`config.mk`:
```
export PLATFORM = sky130hd
export DESIGN_NAME = loop_nest_controller_flat
export DESIGN_NICKNAME = d
export VERILOG_FILES = /design/src/rtl/loop_ctrl_pkg.sv /design/src/rtl/loop_nest_controller_if.sv /design/src/rtl/loop_cfg_regfile.sv /design/src/rtl/loop_nest_controller.sv /design/src/flat_wrapper.sv
export SDC_FILE = /design/constraint.sdc
export NUM_CORES = 1
export LEC_CHECK = 0
export CAP_MARGIN = 10
export CORE_MARGIN = 5
export CORE_UTILIZATION = 45
export CTS_CLUSTER_DIAMETER = 150
export CTS_CLUSTER_SIZE = 40
export DETAILED_ROUTE_END_ITERATION = 16
export HOLD_SLACK_MARGIN = 0.08
export PLACE_DENSITY_LB_ADDON = 0.1
export SYNTH_ARGS = -nofsm -noshare
export SYNTH_HDL_FRONTEND = slang
export SYNTH_SLANG_ARGS = --single-unit
```
`constraint.sdc`:
```
create_clock -name clk -period 7.75 [get_ports clk]
set_input_delay 1.55 -clock clk [delete_from_list [all_inputs] [get_ports clk]]
set_output_delay 1.55 -clock clk [all_outputs]
set_load 0.02 [all_outputs]
```
`src/rtl/loop_ctrl_pkg.sv`:
```
// rtl/loop_ctrl_pkg.sv - shared state encoding and default widths for the loop controller and walker
package loop_ctrl_pkg;

  localparam int LOOP_ID_W_DEF     = 5;
  localparam int LOOP_ITER_W_DEF   = 16;
  localparam int NUM_MAX_LOOPS_DEF = 8;

  typedef enum logic [2:0] {
    ST_IDLE    = 3'd0,
    ST_INIT    = 3'd1,
    ST_INNER   = 3'd2,
    ST_ADVANCE = 3'd3,
    ST_EXIT    = 3'd4,
    ST_DONE    = 3'd5
  } loop_state_e;

endpackage

```
`src/rtl/loop_nest_controller_if.sv`:
```
// rtl/loop_nest_controller_if.sv - decoder/walker-facing signals of the loop nest controller
interface loop_nest_controller_if
  import loop_ctrl_pkg::*;
#(
  parameter int LOOP_ID_W   = LOOP_ID_W_DEF,
  parameter int LOOP_ITER_W = LOOP_ITER_W_DEF
);

  logic                   cfg_loop_iter_v;
  logic [LOOP_ITER_W-1:0] cfg_loop_iter;
  logic                   start;
  logic                   stall;
  logic                   busy;
  logic                   loop_init;
  logic                   loop_enter;
  logic                   loop_index_valid;
  logic                   loop_exit;
  logic [LOOP_ID_W-1:0]   loop_index;
  logic                   loop_ctrl_done;

  modport master (
    output cfg_loop_iter_v, cfg_loop_iter, start, stall,
    input  busy, loop_init, loop_enter, loop_index_valid, loop_exit, loop_index, loop_ctrl_done
  );

  modport slave (
    input  cfg_loop_iter_v, cfg_loop_iter, start, stall,
    output busy, loop_init, loop_enter, loop_index_valid, loop_exit, loop_index, loop_ctrl_done
  );

endinterface

```
`src/rtl/loop_cfg_regfile.sv`:
```
// rtl/loop_cfg_regfile.sv - per-level iteration-count storage, one sync write port, two async read ports
module loop_cfg_regfile
  import loop_ctrl_pkg::*;
#(
  parameter int NUM_MAX_LOOPS = NUM_MAX_LOOPS_DEF,
  parameter int LOOP_ID_W     = LOOP_ID_W_DEF,
  parameter int LOOP_ITER_W   = LOOP_ITER_W_DEF
) (
  input  logic                   clk,
  input  logic                   reset,
  input  logic                   wr_en,
  input  logic [LOOP_ID_W-1:0]   wr_addr,
  input  logic [LOOP_ITER_W-1:0] wr_data,
  input  logic [LOOP_ID_W-1:0]   rd_addr_a,
  output logic [LOOP_ITER_W-1:0] rd_data_a,
  input  logic [LOOP_ID_W-1:0]   rd_addr_b,
  output logic [LOOP_ITER_W-1:0] rd_data_b
);

  logic [LOOP_ITER_W-1:0] mem [NUM_MAX_LOOPS];

  always_ff @(posedge clk) begin
    if (reset) begin
      for (int i = 0; i < NUM_MAX_LOOPS; i++) mem[i] <= '0;
    end else if (wr_en) begin
      for (int i = 0; i < NUM_MAX_LOOPS; i++) begin
        if (wr_addr == LOOP_ID_W'(i)) mem[i] <= wr_data;
      end
    end
  end

  // Out-of-range addresses (e.g. level-1 while at level 0) read as zero.
  always_comb begin
    rd_data_a = '0;
    rd_data_b = '0;
    for (int i = 0; i < NUM_MAX_LOOPS; i++) begin
      if (rd_addr_a == LOOP_ID_W'(i)) rd_data_a = mem[i];
      if (rd_addr_b == LOOP_ID_W'(i)) rd_data_b = mem[i];
    end
  end

endmodule

```
`src/rtl/loop_nest_controller.sv`:
```
// rtl/loop_nest_controller.sv - walks a configured loop nest and emits walker control pulses
module loop_nest_controller
  import loop_ctrl_pkg::*;
#(
  parameter int NUM_MAX_LOOPS = NUM_MAX_LOOPS_DEF,
  parameter int LOOP_ID_W     = LOOP_ID_W_DEF,
  parameter int LOOP_ITER_W   = LOOP_ITER_W_DEF
) (
  input logic                   clk,
  input logic                   reset,
  loop_nest_controller_if.slave bus
);

  localparam int NUM_W = $clog2(NUM_MAX_LOOPS + 1);

  loop_state_e            state, state_nxt;
  logic [LOOP_ID_W-1:0]   level, level_nxt, level_m1, last_level;
  logic [NUM_W-1:0]       num_loops;
  logic [LOOP_ITER_W-1:0] cnt [NUM_MAX_LOOPS];
  logic [LOOP_ITER_W-1:0] iter_cur, iter_prev, cnt_cur, cnt_prev;
  logic                   cfg_we, cnt_inc, cnt_clr, clr_all;
  logic                   p_init, p_enter, p_valid, p_exit, p_done;
  logic [LOOP_ID_W-1:0]   p_index;

  assign level_m1   = level - 1'b1;
  assign last_level = LOOP_ID_W'(num_loops - 1'b1);
  assign cfg_we     = (state == ST_IDLE) && !bus.stall && bus.cfg_loop_iter_v &&
                      (num_loops < NUM_W'(NUM_MAX_LOOPS));

  loop_cfg_regfile #(
    .NUM_MAX_LOOPS (NUM_MAX_LOOPS),
    .LOOP_ID_W     (LOOP_ID_W),
    .LOOP_ITER_W   (LOOP_ITER_W)
  ) u_regfile (
    .clk       (clk),
    .reset     (reset),
    .wr_en     (cfg_we),
    .wr_addr   (LOOP_ID_W'(num_loops)),
    .wr_data   (bus.cfg_loop_iter),
    .rd_addr_a (level),
    .rd_data_a (iter_cur),
    .rd_addr_b (level_m1),
    .rd_data_b (iter_prev)
  );

  always_comb begin
    cnt_cur  = '0;
    cnt_prev = '0;
    for (int i = 0; i < NUM_MAX_LOOPS; i++) begin
      if (level == LOOP_ID_W'(i))    cnt_cur  = cnt[i];
      if (level_m1 == LOOP_ID_W'(i)) cnt_prev = cnt[i];
    end
  end

  always_ff @(posedge clk) begin
    if (reset) state <= ST_IDLE;
    else       state <= state_nxt;
  end

  always_comb begin
    state_nxt = state;
    level_nxt = level;
    cnt_inc   = 1'b0;
    cnt_clr   = 1'b0;
    clr_all   = 1'b0;
    p_init    = 1'b0;
    p_enter   = 1'b0;
    p_valid   = 1'b0;
    p_exit    = 1'b0;
    p_done    = 1'b0;
    p_index   = '0;
    unique case (state)
      ST_IDLE: begin
        if (bus.start) state_nxt = (num_loops != '0) ? ST_INIT : ST_DONE;
      end
      ST_INIT: begin
        p_init    = 1'b1;
        level_nxt = last_level;
        state_nxt = ST_INNER;
      end
      ST_INNER: begin
        p_valid = 1'b1;
        p_index = level;
        if (cnt_cur == iter_cur) state_nxt = ST_EXIT;
        else                     cnt_inc   = 1'b1;
      end
      ST_EXIT: begin
        p_exit  = 1'b1;
        p_index = level;
        cnt_clr = 1'b1;
        if (level == '0) begin
          state_nxt = ST_DONE;
        end else begin
          level_nxt = level_m1;
          state_nxt = (cnt_prev == iter_prev) ? ST_EXIT : ST_ADVANCE;
        end
      end
      ST_ADVANCE: begin
        p_enter   = 1'b1;
        p_index   = level;
        cnt_inc   = 1'b1;
        level_nxt = last_level;
        state_nxt = ST_INNER;
      end
      ST_DONE: begin
        p_done    = 1'b1;
        clr_all   = 1'b1;
        state_nxt = ST_IDLE;
      end
      default: state_nxt = ST_IDLE;
    endcase
    // Stall holds every register and silences the pulses for this cycle.
    if (bus.stall) begin
      state_nxt = state;
      level_nxt = level;
      cnt_inc   = 1'b0;
      cnt_clr   = 1'b0;
      clr_all   = 1'b0;
      p_init    = 1'b0;
      p_enter   = 1'b0;
      p_valid   = 1'b0;
      p_exit    = 1'b0;
      p_done    = 1'b0;
      p_index   = '0;
    end
  end

  always_ff @(posedge clk) begin
    if (reset) begin
      level     <= '0;
      num_loops <= '0;
      for (int i = 0; i < NUM_MAX_LOOPS; i++) cnt[i] <= '0;
    end else begin
      level <= level_nxt;
      if (clr_all) begin
        num_loops <= '0;
        for (int i = 0; i < NUM_MAX_LOOPS; i++) cnt[i] <= '0;
      end else begin
        if (cfg_we) num_loops <= num_loops + 1'b1;
        for (int i = 0; i < NUM_MAX_LOOPS; i++) begin
          if (level == LOOP_ID_W'(i)) begin
            if (cnt_inc)      cnt[i] <= cnt[i] + 1'b1;
            else if (cnt_clr) cnt[i] <= '0;
          end
        end
      end
    end
  end

  assign bus.busy             = (state != ST_IDLE);
  assign bus.loop_init        = p_init;
  assign bus.loop_enter       = p_enter;
  assign bus.loop_index_valid = p_valid;
  assign bus.loop_exit        = p_exit;
  assign bus.loop_index       = p_index;
  assign bus.loop_ctrl_done   = p_done;

endmodule
```
`src/flat_wrapper.sv`:
```
// flat-port wrapper written by rule: the top's interface ports become plain ports
module loop_nest_controller_flat import loop_ctrl_pkg::*;
#(
  parameter int NUM_MAX_LOOPS = NUM_MAX_LOOPS_DEF,
  parameter int LOOP_ID_W     = LOOP_ID_W_DEF,
  parameter int LOOP_ITER_W   = LOOP_ITER_W_DEF
)
  (clk, reset, bus_cfg_loop_iter_v, bus_cfg_loop_iter, bus_start, bus_stall, bus_busy, bus_loop_init, bus_loop_enter, bus_loop_index_valid, bus_loop_exit, bus_loop_index, bus_loop_ctrl_done);
  loop_nest_controller_if #(.LOOP_ID_W(LOOP_ID_W), .LOOP_ITER_W(LOOP_ITER_W)) bus_i ();
  input logic clk;
  input logic reset;
  input wire logic [$bits(bus_i.cfg_loop_iter_v)-1:0] bus_cfg_loop_iter_v;
  input wire logic [$bits(bus_i.cfg_loop_iter)-1:0] bus_cfg_loop_iter;
  input wire logic [$bits(bus_i.start)-1:0] bus_start;
  input wire logic [$bits(bus_i.stall)-1:0] bus_stall;
  output wire logic [$bits(bus_i.busy)-1:0] bus_busy;
  output wire logic [$bits(bus_i.loop_init)-1:0] bus_loop_init;
  output wire logic [$bits(bus_i.loop_enter)-1:0] bus_loop_enter;
  output wire logic [$bits(bus_i.loop_index_valid)-1:0] bus_loop_index_valid;
  output wire logic [$bits(bus_i.loop_exit)-1:0] bus_loop_exit;
  output wire logic [$bits(bus_i.loop_index)-1:0] bus_loop_index;
  output wire logic [$bits(bus_i.loop_ctrl_done)-1:0] bus_loop_ctrl_done;
  assign bus_i.cfg_loop_iter_v = bus_cfg_loop_iter_v;
  assign bus_i.cfg_loop_iter = bus_cfg_loop_iter;
  assign bus_i.start = bus_start;
  assign bus_i.stall = bus_stall;
  assign bus_busy = bus_i.busy;
  assign bus_loop_init = bus_i.loop_init;
  assign bus_loop_enter = bus_i.loop_enter;
  assign bus_loop_index_valid = bus_i.loop_index_valid;
  assign bus_loop_exit = bus_i.loop_exit;
  assign bus_loop_index = bus_i.loop_index;
  assign bus_loop_ctrl_done = bus_i.loop_ctrl_done;
  loop_nest_controller #(.NUM_MAX_LOOPS(NUM_MAX_LOOPS), .LOOP_ID_W(LOOP_ID_W), .LOOP_ITER_W(LOOP_ITER_W)) u_core (.clk(clk), .reset(reset), .bus(bus_i));
endmodule
```
# Word level (Yosys, flattened, before mapping)
# Memory sizes are Yosys's and may differ from the RTL's.
# Index checks and enable logic that the tools add are counted.
# Widths: inputs -> output; s select.
# totals
reg_bits,12
latch_bits,0
ram_bits,256
rom_bits,0
inputBits,21
out_inout_bits,11
wordCells,288
n_memories,2
# op_classes
n_addsub,11
multipliers,0
div,0
n_lt_le_gt_ge,1
eq_ne,31
shifts,0
n_mux,191
bitwise_logic,33
reduce_logical,16
# mem_list
name,depth,word_bits,rd,rd_ports_with_merged_regs,write_ports,line,rtl
u_core.cnt,8,16,8,0,8,loop_nest_controller.sv:19,logic [LOOP_ITER_W-1:0] cnt [NUM_MAX_LOOPS];
u_core.u_regfile.mem,8,16,8,0,8,loop_cfg_regfile.sv:20,logic [LOOP_ITER_W-1:0] mem [NUM_MAX_LOOPS];
# op_table
cell,count
$mux 16,64
$add 16x1->16 const B,8
$mux 1,116
$eq 5x3->1 const B,8
$eq 16x16->1,2
$or 1x1->1,32
$eq 5x2->1 const B,4
$eq 4x3->1 const B,4
$logic_not 5->1,3
$mux 3,5
$mux 5,3
$pmux 3 s4,1
$eq 5x1->1 const B,2
$pmux 5 s2,1
$eq 4x2->1 const B,2
$eq 3x2->1 const B,2
$eq 3x3->1 const B,2
$reduce_and 3->1,2
$sub 4x1->5 const B,1
$sub 5x1->5 const B,1
$add 4x1->4 const B,1
$eq 4x1->1 const B,1
$lt 4x4->1 const B,1
$ne 2x2->1 const B,2
12 further kinds,15

# Depth between registers and ports, before layout
# logic_depth
depth_word,20
mapped_depth,18
mapped_depth_nobuf,12

# Cells and area by module
# Synthesis repeated with hierarchy kept, for this count alone.
# hier_totals
hier_cells,1979
area_unflattened_um2,18232.5
# modules_own_cells
mod,n_inst,cells_per_inst,area_per_inst_um2,seq_area_each_um2
loop_nest_controller,1,1392,11443.5,3923.8
loop_cfg_regfile,1,587,6789.0,3843.7

# Least setup slack after synthesis
# OpenSTA, ideal clock, no wires.
# synth_timing
path_type,in2reg
from,input bus_stall
to,"memory u_core.cnt[0][16] (netlist bit), enable pin"
setup_time_ps,411
t_arrival_ps,3937
required_ps,7339
path_slack_ps,3401
path_stages,3
path_buffers,0
cell_sequence,nor4_1 nor2b_1 o21ai_0
# synth_lines
item,line,rtl
"start, declared",flat_wrapper.sv:15,input wire logic [$bits(bus_i.stall)-1:0] bus_stall;
"end, declared",loop_nest_controller.sv:19,

==> run summary <==
Global routing consumed, over all layers together, 28.8% of the routing resources. Before antenna repair, the detailed router went through 6 iterations. The initial antenna violation count was 0; the post-cts gate resize count was 0. Among all cell types in the netlist, the one instantiated most often is edfxtp_1. The run gives 0 as the number of remaining DRC errors. The worst setup path is launched from a register.

The wire length of the first global-routing pass is 99000 um. Number of vias after detailed routing: 16300. Walking the worst path, the cells encountered are inv_1 > ha_4 > or4b_1 > or3_1 > o221ai_1 > nand3_1 > o41a_1 > and2_1 > nand4b_4 > o311ai_1 > nor2b_1 > o21ai_1 > buf_4. After the flow finishes, the layout carries non-filler instances totaling 2456.

The proportion of power drawn by combinational gates is 31.9%, and the height of the chip is 210 um. When the netlist entered floorplanning its net count stood at 2051. Largest area contributor in the synthesized netlist: edfxtp_1. Of the total power, the share spent switching nets is 36.5%.

The critical path buffer and inverter count was 2. In this design, the stage delay of the slowest critical-path cell is 0.96 ns. After floorplanning, the core was divided into 73 placement rows. The type of the setup path with the least slack was reg2reg.

Across the VDD grid, the largest voltage drop is 0.198 mV. Top flip-flop cell by instance count after synthesis: edfxtp_1. After synthesis, the mean cell area works out to 8.98 um^2. Counting flops with a built-in enable in the synthesized netlist gives 240.

After clock tree synthesis, the clock-pin slew on the worst setup and hold paths is 0.15 ns. The tool flagged a number of max-cap violations equal to 0. Setup repair after global routing left no endpoint under its margin. Entering global routing, the biggest net connects 81 pins. The areal power density over the cells is 192 nW/um^2, and the netlist area before placement is 18100 um^2. Hold is met by 0.551 ns.

The width of the chip is 210 um, and the post-route minimum period is 5.74 ns. The tools report the I/O pin count as 32. TritonCTS built the clock tree. For the worst-case clock skew, the log shows 0.0195 ns. In the synthesized netlist, the number of instances is 2012. The cell at the root of the clock tree was clkbuf_16. The logs give 0.976 for the global placer's final weighted congestion and 6.02 ns for the critical path data arrival time. For the worst setup path, the data required time is 8.03 ns. Beginning of the worst hold path: u_core.cnt[0][14]$_SDFFE_PP0P_. Of the total power, the clock network draws 19.8%. At the end of the flow the core is filled with cells to 47.6%.

In this run the number of cells on the critical path is 13. The final antenna diode count was 0. Once the floorplan was initialized, standard cells occupied 45.5% of the core. Across all setup checks in the final design, the least slack found is 2.01 ns. In the routed layout, each cell is associated on average with a via count of 6.63. The number of placed instances, taps included, is 2439.

By area the synthesized netlist is led by edfxtp_1 (40%), nor3_1 (3.8%), nor2_1 (3.8%). The post-synthesis sequential area ratio is 43.0%. The run gives 268 as the clock net sink count. The commonest cells after synthesis are edfxtp_1 (240), nor2_1 (183), nand2_1 (182). For the setup slack of the worst register-to-register path, the log shows 2.01 ns. The critical path ends at u_core.cnt[0][25]$_SDFFCE_PP0P_. The run finished with clean final reports.

The final-report hold violation count was 0. Port buffering added 31 buffers. The synthesized design contains 268 register bits.

The wire-length estimate of the detail-placed layout is 47100 um. The tools report the number of distinct standard cells referenced by the synthesized netlist as 85. Measured against its own limit, the worst slew margin works out to 21.6%. Along the worst path, the maximum fanout reaches 76. The run gives 0 as the number of failing setup endpoints in the final timing report.

After layout, the worst path uses 74.1% of the clock period. The overall die area was 44300 um^2; the number of buffers inserted during clock tree synthesis was 10. The analysis attributes to cell leakage a power of 6.08 nW. The endpoint of the most critical register-to-register path is u_core.cnt[0][25]$_SDFFCE_PP0P_.

After detailed routing, the average wire length per cell comes to 27.0 um. The top-area cell type share of the netlist area is 39.9%. The source-to-sink clock delay at the later pin of the worst-skew pair came out at 0.52 ns. The cell family contributing the most delay on the critical path is simple AND/OR/NAND/NOR gates.

The share of synthesized registers carrying an async set or reset is 0%, and the remaining antenna violation count after routing is 0. The run gives 0 as the number of buffers inserted for hold repair after clock tree synthesis. The worst reg2reg path startpoint was u_core.level[0]$_SDFFE_PP0P_. The tools report the endpoint class of the critical path as a register. Timing analysis after detailed placement gives a worst setup slack of 2.11 ns. For the part of the total power dissipated in sequential elements, the log shows 48.3%. Tracing the worst setup path back leads to its startpoint at u_core.level[0]$_SDFFE_PP0P_. Of the cells placed in the final design, the portion with a size suffix greater than 1 is 5.59%. The slowest library cell on the worst path is nor2b_1.

The logs give 0 for the final max-slew violation count and 1967 for the count of nets after finishing. The internal power was 2.31 mW. The via count of the first global-routing pass was 15100; the overall routed net length was 66200 um. The maximum level of the CTS H-tree is 1. The detailed router finished its first iteration with 2260 violations. The transition time of the tightest slew-check pin was 1.17 ns; the standard cell core area was 39700 um^2. The top achievable clock speed was 174 MHz; the switching power summed over all nets was 1.33 mW.

The logs give 0 ns for the total negative setup slack and 0 for the overflow left after global routing. The number of cells on the worst reg-to-reg path is 13. Path class of the lowest-slack min-delay path: reg2reg. The Yosys step of the flow raised 0 warnings. The clock tree buffer depth is 3. The number of setup buffers added after CTS is 0. Compared with the post-synthesis result, the final layout area differs by 4.69%.
==> flip-flops by register name, indices dropped and copies added, names as in the netlist <==
register,flops
u_core.u_regfile.mem,128
u_core.cnt,128
u_core.state,3
u_core.num_loops,4
u_core.level,5
==> cells by family (layout without fill, tap and decap cells) <==
kind of cell	count (synthesis)	after routing	share of synthesized area (%)
and+or+nand+nor	794	794	21.8
AOI/OAI and AO/OA	567	567	21.5
DFF	268	268	43.0
buffers and inverters	232	151	5.98
xor gates and xnor gates	125	125	6.06
adders and majority gates	18	18	1.25
muxes	8	8	0.464
==> area by class of cell <==
class / count / area, um^2
Tap cell: 525 / 657
Multi-Input combinational cell: 1512 / 9330
Fill cell: 3822 / 20800
Clock buffer: 13 / 283
Timing Repair Buffer: 76 / 648
Clock inverter: 2 / 13.8
Sequential cell: 268 / 7770
Inverter: 60 / 225
==> worst min path at each step <==
stage	end	slack, ns	cells after the start
finish	u_core.cnt[0][14]$_SDFFE_PP0P_	0.55	2
global route	u_core.cnt[0][14]$_SDFFE_PP0P_	0.56	2
CTS	u_core.cnt[0][12]$_SDFFE_PP0P_	0.55	2
detailed placement	u_core.num_loops[3]$_SDFFE_PP0P_	0.53	2
global placement	u_core.cnt[0][14]$_SDFFE_PP0P_	0.52	2
floorplan	u_core.cnt[0][14]$_SDFFE_PP0P_	0.47	2
==> through the flow <==
step                      total power [mW]  area (um^2)
final                                 3.64        18900
after global routing                  3.76        18900
after CTS                             3.61        18900
after detailed placement              2.91        18600
after global placement                2.90        18600
after floorplan                       2.52        18100
==> routing by layer <==
layer  share of wire, %  global-route usage (%)  wire (um)
met5                  0                       0          0
met4                5.7                    13.1       3800
met3                8.5                    4.17       5660
met2                 43                    43.5      28600
met1                 43                    41.3      28200
==> worst reg2reg max path: stages, from the launching register on <==
cell	delay (ns)
dfxtp_1	0.46
inv_1	0.23
ha_4	0.75
or4b_1	0.92
or3_1	0.45
o221ai_1	0.08
nand3_1	0.16
o41a_1	0.42
and2_1	0.16
nand4b_4	0.18
o311ai_1	0.33
nor2b_1	0.96
o21ai_1	0.16
buf_4	0.25
==> cells in the final DEF (no fill, tap or decap), types with 15 or more instances in the layout <==
cell type / netlist / final
a211oi_1: 15 / 15
a21oi_1: 132 / 131
a221oi_1: 32 / 32
a22oi_1: 19 / 19
and2_1: 19 / 19
and3_1: 32 / 32
buf_4: 9 / 45
clkdlybuf4s50_1: 0 / 31
dfxtp_1: 28 / 28
edfxtp_1: 240 / 240
inv_1: 60 / 59
nand2_1: 182 / 181
nand2b_1: 37 / 37
nand3_1: 77 / 77
nand4_1: 15 / 15
nor2_1: 183 / 182
nor2b_1: 22 / 22
nor3_1: 139 / 138
o211ai_1: 30 / 30
o21a_1: 17 / 17
o21ai_0: 111 / 104
o22ai_1: 39 / 39
or3_1: 23 / 23
xnor2_1: 52 / 52
xor2_1: 73 / 73
==> power by group through the flow <==
stage	Combinational, mW	Sequential (mW)	Clock [mW]
6_report	1.16	1.75	0.722
5_1_grt	1.22	1.76	0.775
4_1_cts	1.13	1.75	0.731
3_5_place_dp	1.13	1.78	0
3_3_place_gp	1.12	1.78	0
2_1_floorplan	0.794	1.72	0
Note: power is estimated with default switching activity, not from simulation.
